$ cat config.mk
export PLATFORM = sky130hd
export DESIGN_NAME = led_chase_monitor
export DESIGN_NICKNAME = d
export VERILOG_FILES = /design/src/rtl/led_chase_monitor.sv
export SDC_FILE = /design/constraint.sdc
export NUM_CORES = 1
export LEC_CHECK = 0
export BUFFER_PORTS_ARGS = -buffer_cell sky130_fd_sc_hd__buf_2
export CORE_MARGIN = 2
export CORE_UTILIZATION = 60
export CTS_CLUSTER_SIZE = 25
export DETAILED_ROUTE_END_ITERATION = 8
export GPL_ROUTABILITY_DRIVEN = 0
export HOLD_SLACK_MARGIN = 0.12
export PLACE_DENSITY = 0.82
export SYNTH_ARGS = -nofsm -noshare
export SYNTH_HDL_FRONTEND = slang
export SYNTH_SLANG_ARGS = --single-unit
$ cat constraint.sdc
create_clock -name clk -period 5.9 [get_ports clk]
set_clock_uncertainty 0.05 [all_clocks]
set_input_delay 0.59 -clock clk [delete_from_list [all_inputs] [get_ports clk]]
set_output_delay 0.59 -clock clk [all_outputs]
set_load 0.1 [all_outputs]
$ cat src/rtl/led_chase_monitor.sv
// Receive-side checker for an 8-bit one-hot LED chase bus: decodes the lit index,
// times ON/OFF periods, checks order and legality. Define LED_MON_STATS_EN to add beat_total.
module led_chase_monitor #(
    parameter int ON_CYCLES  = 300,
    parameter int OFF_CYCLES = 301,
    parameter int TOL        = 0,
    parameter int CNT_W      = 10,
    parameter int LOCK_BEATS = 8
) (
    input  logic        clk,
    input  logic        rst,
    input  logic [7:0]  led_in,
    input  logic        err_clr,
    output logic [2:0]  led_idx,
    output logic        idx_valid,
    output logic        beat,
    output logic        err_onehot,
    output logic        err_seq,
    output logic        err_timing,
    output logic        locked
`ifdef LED_MON_STATS_EN
    ,
    output logic [15:0] beat_total
`endif
);

    localparam int LOCK_W = $clog2(LOCK_BEATS + 1);
    localparam logic [CNT_W-1:0]  CNT_MAX  = '1;
    localparam logic [LOCK_W-1:0] LOCK_MAX = LOCK_W'(LOCK_BEATS);

    typedef enum logic [1:0] {S_IDLE, S_ON, S_OFF} state_t;

    state_t             state_q, state_d;
    logic [7:0]         led_q;
    logic [CNT_W-1:0]   on_cnt_q, on_cnt_d;
    logic [CNT_W-1:0]   off_cnt_q, off_cnt_d;
    logic [2:0]         idx_q, idx_d;
    logic               beat_q, beat_d;
    logic               on_ok_q, on_ok_d;
    logic [LOCK_W-1:0]  lock_cnt_q, lock_cnt_d;
    logic               err_onehot_q, err_onehot_d;
    logic               err_seq_q, err_seq_d;
    logic               err_timing_q, err_timing_d;

    logic               is_onehot;
    logic [2:0]         enc;
    logic [2:0]         idx_next;
    logic               set_eo, set_es, set_et;
    logic               off_ok, seq_ok, clean;

    // A saturated counter can never pass, even if the window reaches the ceiling.
    function automatic logic dur_ok(input logic [CNT_W-1:0] cnt, input int n);
        return (cnt != CNT_MAX) && (int'(cnt) >= n - TOL) && (int'(cnt) <= n + TOL);
    endfunction

    always_comb begin
        is_onehot = (led_q != 8'd0) && ((led_q & (led_q - 8'd1)) == 8'd0);
        enc       = 3'd0;
        for (int i = 0; i < 8; i++) begin
            if (led_q[i]) enc = 3'(i);
        end
        idx_next = idx_q + 3'd1;
    end

    always_comb begin
        // NOTE: every variable gets a default first, so no branch can infer a latch.
        state_d    = state_q;
        on_cnt_d   = on_cnt_q;
        off_cnt_d  = off_cnt_q;
        idx_d      = idx_q;
        beat_d     = 1'b0;
        on_ok_d    = on_ok_q;
        lock_cnt_d = lock_cnt_q;
        set_eo     = 1'b0;
        set_es     = 1'b0;
        set_et     = 1'b0;
        off_ok     = 1'b0;
        seq_ok     = 1'b0;
        clean      = 1'b0;

        case (state_q)
            S_IDLE: begin
                if (led_q != 8'd0) begin
                    if (is_onehot) begin
                        state_d  = S_ON;
                        on_cnt_d = CNT_W'(1);
                        idx_d    = enc;
                        beat_d   = 1'b1;
                    end else begin
                        set_eo = 1'b1;
                    end
                end
            end
            S_ON: begin
                if (led_q == (8'd1 << idx_q)) begin
                    on_cnt_d = (on_cnt_q == CNT_MAX) ? CNT_MAX : on_cnt_q + CNT_W'(1);
                end else if (led_q == 8'd0) begin
                    on_ok_d   = dur_ok(on_cnt_q, ON_CYCLES);
                    set_et    = !on_ok_d;
                    state_d   = S_OFF;
                    off_cnt_d = CNT_W'(1);
                end else begin
                    set_eo  = !is_onehot;
                    set_es  = is_onehot;
                    state_d = S_IDLE;
                end
            end
            S_OFF: begin
                if (led_q == 8'd0) begin
                    off_cnt_d = (off_cnt_q == CNT_MAX) ? CNT_MAX : off_cnt_q + CNT_W'(1);
                end else begin
                    off_ok = dur_ok(off_cnt_q, OFF_CYCLES);
                    set_et = !off_ok;
                    if (is_onehot) begin
                        seq_ok   = (enc == idx_next);
                        set_es   = !seq_ok;
                        state_d  = S_ON;
                        on_cnt_d = CNT_W'(1);
                        idx_d    = enc;
                        beat_d   = 1'b1;
                        clean    = on_ok_q && off_ok && seq_ok;
                    end else begin
                        set_eo  = 1'b1;
                        state_d = S_IDLE;
                    end
                end
            end
            default: state_d = S_IDLE;
        endcase

        if (set_eo || set_es || set_et) begin
            lock_cnt_d = '0;
        end else if (clean && lock_cnt_q != LOCK_MAX) begin
            lock_cnt_d = lock_cnt_q + LOCK_W'(1);
        end

        // A new error in the clear cycle wins over err_clr.
        err_onehot_d = (err_onehot_q & ~err_clr) | set_eo;
        err_seq_d    = (err_seq_q    & ~err_clr) | set_es;
        err_timing_d = (err_timing_q & ~err_clr) | set_et;
    end

    // NOTE: sequential state uses non-blocking assignments only.
    always_ff @(posedge clk or posedge rst) begin
        if (rst) begin
            state_q      <= S_IDLE;
            led_q        <= '0;
            on_cnt_q     <= '0;
            off_cnt_q    <= '0;
            idx_q        <= '0;
            beat_q       <= 1'b0;
            on_ok_q      <= 1'b0;
            lock_cnt_q   <= '0;
            err_onehot_q <= 1'b0;
            err_seq_q    <= 1'b0;
            err_timing_q <= 1'b0;
        end else begin
            state_q      <= state_d;
            led_q        <= led_in;
            on_cnt_q     <= on_cnt_d;
            off_cnt_q    <= off_cnt_d;
            idx_q        <= idx_d;
            beat_q       <= beat_d;
            on_ok_q      <= on_ok_d;
            lock_cnt_q   <= lock_cnt_d;
            err_onehot_q <= err_onehot_d;
            err_seq_q    <= err_seq_d;
            err_timing_q <= err_timing_d;
        end
    end

`ifdef LED_MON_STATS_EN
    logic [15:0] beat_total_q, beat_total_d;

    always_comb begin
        beat_total_d = (err_clr ? 16'd0 : beat_total_q) + (clean ? 16'd1 : 16'd0);
    end

    always_ff @(posedge clk or posedge rst) begin
        if (rst) beat_total_q <= '0;
        else     beat_total_q <= beat_total_d;
    end

    assign beat_total = beat_total_q;
`endif

    assign led_idx    = idx_q;
    assign idx_valid  = (state_q == S_ON);
    assign beat       = beat_q;
    assign err_onehot = err_onehot_q;
    assign err_seq    = err_seq_q;
    assign err_timing = err_timing_q;
    assign locked     = (lock_cnt_q == LOCK_MAX);

endmodule
==> flow_summary.ini <==
[power]
p_per_area_nw_per_um2 = 319.9
power_uw = 979.5
ir_drop_mv = 0.1942
leakagePower_nw = 1.384

[global_routing]
antenna_found_initial = 0
grt_first_pass_wirelength_um = 10220
grt_pass1_vias = 2267
overflow = 0
grtUsageTotal_pct = 24.84
grt_start_max_net_pins = 43

[logic_synthesis]
synth_top_family_by_area = compound AO/OA/AOI/OAI gates
synthAdderAreaFrac_pct = 7.018
synth_area_leaders = dfrtp_1 (37%), ha_1 (7.0%), a21oi_1 (4.4%)
synth_edf_count = 0
synth_xor_area_share_pct = 2.149
synth_simple_gate_area_share_pct = 21.80
ys_types = 61
ys_seq_elements = 42
yosysMostFrequentCell = dfrtp_1
synth_mux_area_share_pct = 2.237
syn-instance-count = 314
ys.flop_type = dfrtp_1
ys.warnings.count = 0
synth_compound_area_share_pct = 24.17
synth.top_cell.area_share_pct = 36.84
syn_avg_cell_area_um2 = 9.085
synth_area_um2 = 2853
synth-async-reset-ratio_pct = 100.0
yosys.area.top_type = dfrtp_1
yosysSeqAreaShare_pct = 36.84
netlist_top_cells_count = dfrtp_1 (42), a21oi_1 (25), inv_1 (25), nand2_1 (21)
synth_fp_nets = 341

[timing]
period_minus_slack_ns = 2.851
period_share_pct = 48.32
tightest_slew_ns = 0.8348
tns_ns = 0
setup_viol = 0
finalHoldViolCount = 0
fmax_mhz = 350.8
rsz0062_at_grt = false
maxSlewHeadroom_pct = 44.34
drv_slew = 0

[clocking]
clk_path_buf_depth = 2
cts_hold_buffers = 0
cts_resized = 0
root_buffer = clkbuf_8
insertion_delay_ns = 0.29
cts_made_buffers = 5
clock-sinks = 42
cts_tree = built
cts_setup_buffers = 0
cts.clk_slew.worst_paths_ns = 0.08
htreeDepth = 2

[critical_path]
cp.depth = 8
crit_arrival_ns = 3.00
r2r_cells = 8
cp_slowest_stage_delay_ns = 0.57
critical_path_class = reg2reg
r2r_end = lock_cnt_q[3]
critPathMaxFanout = 8
cp_slowest_cell = or4_1
r2r-start = led_idx[0]
cpMostUsedCell = ha_1
cp.required_ns = 6.05
crit_chain = ha_1, ha_1, nand2_1, or4b_1, o211ai_2, nand3_1, or4_1, a211oi_1
startpoint_type = flop
r2r_slack_ns = 3.05
cp_top_family = simple AND/OR/NAND/NOR gates
startpoint = led_idx[0]
crit_buf_inv = 0
cp-end-kind = flop
crit_end = lock_cnt_q[3]

[routing]
route.vias.total = 2459
ant_nets = 0
firstDrtPassIters = 5
via_per_inst = 6.354
drt_iter0_drc = 213
drt_wl_total_um = 6060
wl_per_cell_um = 15.66
drc = 0

[cells_and_area]
syn_to_final_growth_pct = 7.325
nFillCells = 367
stdcell_count = 387
final_cell_area_um2 = 3062
fin_nets = 359
layout-drive-gt1-share_pct = 13.81
num_antenna_cells = 0

[floorplanning]
rows = 25
initial_core_util_pct = 61.21
fp.dieArea_um2 = 5322
die_w_um = 72.96
die_h_um = 72.96
core_region_area_um2 = 4661
pin_count = 20

[place]
placedInstanceArea_um2 = 2952
dpl.cell_count = 379
portBuffers = 19
dp_hpwl_um = 4511

[outcome]
outcome = finished clean

[flow_run]
maxCapViolations = 0

[hold_path]
hold_class = in2reg
cell type report:
cell class / instances / area (um2) / area share [%]
Clock buffer: 6 / 72.57 / 2.370
Clock inverter: 2 / 37.54 / 1.226
Inverter: 25 / 93.84 / 3.065
Multi-Input combinational cell: 238 / 1637 / 53.45
Sequential cell: 42 / 1051 / 34.33
Tap cell: 54 / 67.56 / 2.207
Timing Repair Buffer: 20 / 102.6 / 3.351
worst min-delay path by stage:
stage	start	to	slack, ns	cells after the start
3_3_place_gp	err_seq	err_seq	0.42	1
5_1_grt	led_in[0]	led_q[0]	0.33	1
2_1_floorplan	on_cnt_q[1]	on_cnt_q[1]	0.44	1
4_1_cts	led_in[4]	led_q[4]	0.34	1
3_5_place_dp	err_seq	err_seq	0.42	1
6_report	led_in[1]	led_q[1]	0.34	1
placed cells by master, fill, tap and decap left out, types with 4 or more instances in the layout:
master	n
dfrtp_1	42
a21oi_1	25
inv_1	24
nand2_1	21
buf_2	19
nor2_1	16
ha_1	16
nand3_1	15
o21ai_0	13
and3_1	9
a21o_1	8
nand2b_1	8
o211ai_1	7
a211oi_1	7
a22o_1	6
or3_1	5
nor3_1	5
clkbuf_8	5
xnor2_1	4
nor2b_1	4
o31ai_1	4
a31oi_1	4
logic make-up after synthesis:
group,Yosys count
AND/OR/NAND/NOR,110
AO/OA/AOI/OAI,99
flip-flops,42
buffers and inverters,34
adder cells (fa/ha/maj),16
XOR/XNOR,7
multiplexers,6
worst register-to-register path, stage by stage (launching register included):
cell and delay, ns:
dfrtp_1 0.45, ha_1 0.24, ha_1 0.32, nand2_1 0.06
or4b_1 0.52, o211ai_2 0.10, nand3_1 0.21, or4_1 0.57
a211oi_1 0.24
layer usage:
metal,share of wire [%],up-vias,wire [um],GRT usage (%)
met4,1.8,0,109,10.91
met1,44,1183,2685,32.89
met3,5.6,10,339,4.558
met5,0,-,0,0
met2,48,72,2925,39.80
li1,-,1194,-,-
registers in the layout, summed over array words and instances (netlist names):
name / cells
state_q: 2
off_cnt_q: 10
led_q: 8
beat: 1
led_idx: 3
lock_cnt_q: 4
on_ok_q: 1
err_seq: 1
err_timing: 1
err_onehot: 1
on_cnt_q: 10
per-stage QoR:
step / util (%) / worst slack [ns] / hold slack [ns]
3_3_place_gp: 63.33 / 3.145 / 0.4163
4_1_cts: 65.69 / 3.049 / 0.3367
3_5_place_dp: 63.33 / 3.074 / 0.4196
5_1_grt: 65.69 / 2.834 / 0.3264
2_1_floorplan: - / 2.542 / 0.4448
6_report: 65.69 / 3.049 / 0.3442
power by group:
group,switching (mW),internal [mW]
clock network,0.0987,0.126
registers,0.0396,0.312
logic,0.281,0.122
total,0.419,0.560
Note: power is estimated with default switching activity, not from simulation.
